==> src/rtl/packet_sync_gen.sv <==
// TX-path AXI-stream pass-through that inserts one 64-byte VLAN-tagged sync beat at packet boundaries.
// Optional macro PACKET_SYNC_GEN_TIMESTAMP_EN adds a 64-bit cycle-count timestamp to the sync frame.
//
// state | meaning
// IDLE  | between packets; pass-through unless a sync is pending
// PASS  | mid-packet pass-through; pending syncs wait for tlast
// SYNC  | presenting the sync frame until m_axis_tready
module packet_sync_gen #(
   parameter logic [11:0] VLAN_ID     = 12'hABC,
   parameter logic [47:0] DST_MAC     = 48'hFFFF_FFFF_FFFF,
   parameter logic [47:0] SRC_MAC     = 48'h0000_0000_0000,
   parameter logic [15:0] INNER_ETYPE = 16'h88B5,
   parameter int unsigned SYNC_PERIOD = 0
) (
   input  logic         aclk,
   input  logic         aresetn,
   input  logic         s_axis_tvalid,
   input  logic [511:0] s_axis_tdata,
   input  logic [63:0]  s_axis_tkeep,
   input  logic         s_axis_tlast,
   input  logic [15:0]  s_axis_tuser,
   output logic         s_axis_tready,
   output logic         m_axis_tvalid,
   output logic [511:0] m_axis_tdata,
   output logic [63:0]  m_axis_tkeep,
   output logic         m_axis_tlast,
   output logic [15:0]  m_axis_tuser,
   input  logic         m_axis_tready,
   input  logic         sync_req_i,
   output logic         sync_sent_o,
   output logic [31:0]  sync_seq_o
);

   typedef enum logic [1:0] {ST_IDLE, ST_PASS, ST_SYNC} state_t;

   localparam logic [31:0] LP_PERIOD_LAST = (SYNC_PERIOD > 0) ? 32'(SYNC_PERIOD - 1) : 32'd0;

   state_t         r_state;
   logic           r_pending;
   logic [31:0]    r_seq;
   logic [31:0]    r_period_cnt;
   logic           r_sync_sent;
   logic [31:0]    r_sync_seq;

   logic           w_pass;
   logic           w_in_sync;
   logic           w_s_acc;
   logic           w_sync_acc;
   logic           w_wrap;
   logic           w_req;
   logic [63:0]    w_ts;
   logic [511:0]   w_frame;

   assign w_in_sync  = (r_state == ST_SYNC);
   assign w_pass     = (r_state == ST_PASS) || ((r_state == ST_IDLE) && !r_pending);
   assign w_s_acc    = s_axis_tvalid && s_axis_tready;
   assign w_sync_acc = w_in_sync && m_axis_tready;
   assign w_wrap     = (SYNC_PERIOD != 0) && (r_period_cnt == LP_PERIOD_LAST);
   assign w_req      = sync_req_i || w_wrap;

   // Valid/ready are gated by reset combinationally so nothing leaks out while held in reset.
   assign s_axis_tready = aresetn && w_pass && m_axis_tready;
   assign m_axis_tvalid = aresetn && (w_pass ? s_axis_tvalid : w_in_sync);
   assign m_axis_tdata  = w_in_sync ? w_frame : s_axis_tdata;
   assign m_axis_tkeep  = w_in_sync ? {64{1'b1}} : s_axis_tkeep;
   assign m_axis_tlast  = w_in_sync ? 1'b1 : s_axis_tlast;
   assign m_axis_tuser  = w_in_sync ? 16'd64 : s_axis_tuser;
   assign sync_sent_o   = r_sync_sent;
   assign sync_seq_o    = r_sync_seq;

   always_comb begin
      w_frame            = '0;
      w_frame[47:0]      = DST_MAC;
      w_frame[95:48]     = SRC_MAC;
      w_frame[111:96]    = 16'h8100;
      w_frame[115:112]   = 4'h0;
      w_frame[127:116]   = VLAN_ID;
      w_frame[143:128]   = INNER_ETYPE;
      w_frame[175:144]   = r_seq;
      w_frame[239:176]   = w_ts;
   end

`ifdef PACKET_SYNC_GEN_TIMESTAMP_EN
   logic [63:0] r_cycle_cnt;
   logic [63:0] r_ts;

   always_ff @(posedge aclk) begin
      if (!aresetn) begin
         r_cycle_cnt <= '0;
         r_ts        <= '0;
      end else begin
         r_cycle_cnt <= r_cycle_cnt + 64'd1;
         if ((r_state == ST_IDLE) && r_pending)
            r_ts <= r_cycle_cnt;
      end
   end

   assign w_ts = r_ts;
`else
   assign w_ts = '0;
`endif

   always_ff @(posedge aclk) begin
      if (!aresetn) begin
         r_state      <= ST_IDLE;
         r_pending    <= 1'b0;
         r_seq        <= '0;
         r_period_cnt <= '0;
         r_sync_sent  <= 1'b0;
         r_sync_seq   <= '0;
      end else begin
         r_period_cnt <= ((SYNC_PERIOD == 0) || w_wrap) ? 32'd0 : r_period_cnt + 32'd1;
         // A request landing on the acceptance cycle keeps the flag set for another frame.
         r_pending    <= w_req || (r_pending && !w_sync_acc);
         r_sync_sent  <= w_sync_acc;
         case (r_state)
            ST_IDLE: begin
               if (r_pending)
                  r_state <= ST_SYNC;
               else if (w_s_acc && !s_axis_tlast)
                  r_state <= ST_PASS;
            end
            ST_PASS: begin
               if (w_s_acc && s_axis_tlast)
                  r_state <= ST_IDLE;
            end
            ST_SYNC: begin
               if (m_axis_tready) begin
                  r_state    <= ST_IDLE;
                  r_seq      <= r_seq + 32'd1;
                  r_sync_seq <= r_seq;
               end
            end
            default: r_state <= ST_IDLE;
         endcase
      end
   end

endmodule

==> config.mk <==
export PLATFORM = sky130hd
export DESIGN_NAME = packet_sync_gen
export DESIGN_NICKNAME = d
export VERILOG_FILES = /design/src/rtl/packet_sync_gen.sv
export SDC_FILE = /design/constraint.sdc
export NUM_CORES = 1
export LEC_CHECK = 0
export CORE_AREA = 3 3 481 483
export DETAILED_ROUTE_END_ITERATION = 7
export DIE_AREA = 0 0 484 486
export GPL_ROUTABILITY_DRIVEN = 1
export PLACE_DENSITY = 0.3
export SYNTH_ARGS = -nofsm -noshare
export SYNTH_HDL_FRONTEND = slang
export SYNTH_SLANG_ARGS = --single-unit
==> constraint.sdc <==
create_clock -name aclk -period 4.13 [get_ports aclk]
set_clock_uncertainty 0.1 [all_clocks]
set_input_delay 0.826 -clock aclk [delete_from_list [all_inputs] [get_ports aclk]]
set_output_delay 0.826 -clock aclk [all_outputs]
set_load 0.01 [all_outputs]
==> run_results.csv <==
group,metric,value,unit
power_and_ir_drop,ir_drop,0.0002206,V
floorplanning,dieHeight,486,microns
cts,cts_root_buf,"clkbuf_16",
critical_path,cp.required,3.20,ns
sta,hold_viol,0,
route,drt_wl_total,186100,microns
synth,yosysSeqAreaShare,19.48,%
cts,clockBufferDepth,2,
cts,clock_latency,0.34,ns
route,drc,0,
route,vias,13316,
synth,syn_nets,1598,
floorplanning,coreArea,227300,sq um
synth,yosysUniqueCellTypes,36,
synth,synth_warnings,0,
critical_path,critical_path_arrival,2.80,ns
route,wl_per_cell,35.50,microns
cts,cts_setup_buffers,0,
cells_and_area,final_area,23600,sq um
sta,fmax,0.2687,GHz
sta,finalSetupTns,0,ns
power_and_ir_drop,p_leak,7.695,nW
place,placed_area,23120,sq um
cts,path_clk_slew,0.06,ns
cts,cts.htree.levels,3,
floorplanning,ioPinCount,1226,
status,status,"completed",
flow_run,cap_violations,0,
power_and_ir_drop,powerDensity,196.9,nW/um^2
cts,cts.sinks,68,
critical_path,start_kind,"flop",
grt,grt_pass1_vias,12814,
cells_and_area,fin_util,10.38,%
sta,worstMarginPinSlew,0.9410,ns
sta,setup_viol,0,
place,place.port_buffers,1225,
route,drtIter0Drc,508,
floorplanning,die_x,484,microns
sta,rsz0062_at_grt,"no",
synth,syn_inst,999,
sta,finalCritPeriodShare,90.12,%
cells_and_area,final_cell_mix,"clkdlybuf4s50_1, and2_1, nand2b_1, nand2_1, dfxtp_1",
route,first_pass_iters,5,
sta,slew_headroom,37.07,%
cells_and_area,final_layout_size_suffix_gt1_share,5.696,%
route,ant_nets,0,
cells_and_area,nets,2771,
grt,globalRouteOverflowTotal,0,
cts,cts_hold_buf,0,
floorplanning,start_util,3.074,%
cts,cts_buffers,9,
synth,avgSynthCellArea,6.994,sq um
synth,netlist_area,6987,sq um
cells_and_area,n_fill_cell,26448,
sta,slew_viol_final,0,
critical_path,worst-path-max-fanout,61,
cells_and_area,final_common_cell,"clkdlybuf4s50_1",
place,gp_congestion,0.9232,
route,drt-vias-per-instance,2.540,
critical_path,end_kind,"primary output",
sta,min_period,3.722,ns
critical_path,path_class,"flop to primary output",
place,dp_hpwl,176300,microns
cts,tritoncts,"built",
grt,grt_pass1_wl,217300,microns
hold_path,holdCritPathClass,"flop to flop",
grt,grt_max_degree,125,
synth,synth-seq-cells,68,
grt,antenna_found_initial,351,
cts,post_cts_resized,0,
grt,grt_usage,15.24,%
floorplanning,num_rows,175,
floorplanning,die_area,235200,sq um
cells_and_area,syn_to_final_growth,237.7,%
-- state kept, by name (all words and copies together), names as in the netlist --
| name | count |
|---|---|
| r_state | 2 |
| r_pending | 1 |
| sync_seq_o | 32 |
| sync_sent_o | 1 |
| r_seq | 32 |
-- final timing paths --
path | startpoint | cells past startpoint | to | slack, ns
max | r_state[0] | 5 | m_axis_tdata[162] | 0.41
min | sync_seq_o[22] | 2 | sync_seq_o[22] | 0.35
max reg2reg | r_seq[2] | 4 | r_seq[18] | 1.85
min reg2reg | sync_seq_o[22] | 2 | sync_seq_o[22] | 0.35
-- per-stage QoR --
stage | setup WS (ns) | std cells | power, mW | hold slack (ns)
CTS | 0.3184 | 5186 | 4.824 | 0.3563
floorplan | 1.744 | 999 | 1.471 | 0.3506
global placement | 0.7441 | 5170 | 3.925 | 0.3430
finish | 0.4081 | 5243 | 4.645 | 0.3522
global route | 0.1821 | 5191 | 4.878 | 0.3746
detailed placement | 0.7143 | 5170 | 3.902 | 0.3482
-- cell type report --
type | instances | area (sq um) | share of cell area (%)
clock buffer | 11 | 252.7 | 1.071
clock inverter | 5 | 83.83 | 0.3553
multi-input combinational | 839 | 5255 | 22.27
antenna | 57 | 142.6 | 0.6045
tap | 3009 | 3765 | 15.96
timing repair buffer | 1250 | 12720 | 53.91
inverter | 4 | 15.01 | 0.06363
sequential | 68 | 1361 | 5.769
-- power by group --
| part | switching [mW] | total, mW | internal [mW] |
|---|---|---|---|
| combinational | 1.45 | 3.10 | 1.65 |
| clock | 0.316 | 0.878 | 0.563 |
| sequential | 0.00592 | 0.665 | 0.659 |
-- worst max-delay path, stage by stage (launching register included) --
cell and delay, ns:
dfxtp_1 0.45, nand2b_4 0.52, buf_12 0.25, buf_12 0.25
mux2_2 0.38, clkdlybuf4s50_1 0.49
-- synthesized netlist by cell type --
cell,count,area (sq um)
nand2_1,81,304.0
or4_1,16,120.1
o21a_1,1,7.510
o31ai_1,16,120.1
a2111oi_0,1,8.760
a21oi_1,56,280.3
ha_1,1,12.51
and3_1,2,12.51
and4_1,2,17.52
or3_1,5,31.28
nand4_1,6,37.54
nand3_1,11,55.05
o21ai_0,8,40.04
xnor2_1,2,17.52
and4b_1,2,20.02
clkbuf_1,76,285.3
buf_6,1,11.26
mux2_2,29,326.6
and3b_2,1,10.01
xor2_1,7,61.31
and3b_1,1,8.760
nor4_2,1,12.51
dfxtp_1,68,1361
buf_1,1,3.750
mux2i_1,1,10.01
nand3b_1,2,15.01
buf_4,5,37.54
nand4_4,4,85.08
nand2b_1,133,832.1
and2_1,432,2703
a311oi_1,1,8.760
nor2_1,13,48.80
and4_4,3,33.78
inv_1,4,15.01
and3_2,1,7.510
buf_2,5,25.02
-- cells by family after synthesis --
logic type               count (synthesis)  synth area share (%)
AO/OA/AOI/OAI                           83                 6.662
XOR/XNOR                                 9                 1.128
adder cells (fa/ha/maj)                  1                0.1791
buffers and inverters                   92                 5.408
flip-flops                              68                 19.48
multiplexers                            30                 4.817
AND/OR/NAND/NOR                        716                 62.32
-- metal layers --
metal | track usage, % | up-vias | part of all wire, %
li1 | - | 5592 | -
met3 | 9.342 | 416 | 14
met1 | 15.67 | 5928 | 35
met5 | 0 | - | 0.61
met2 | 27.50 | 1208 | 49
met4 | 0.6497 | 172 | 1.2
Note: power is estimated with default switching activity, not from simulation.
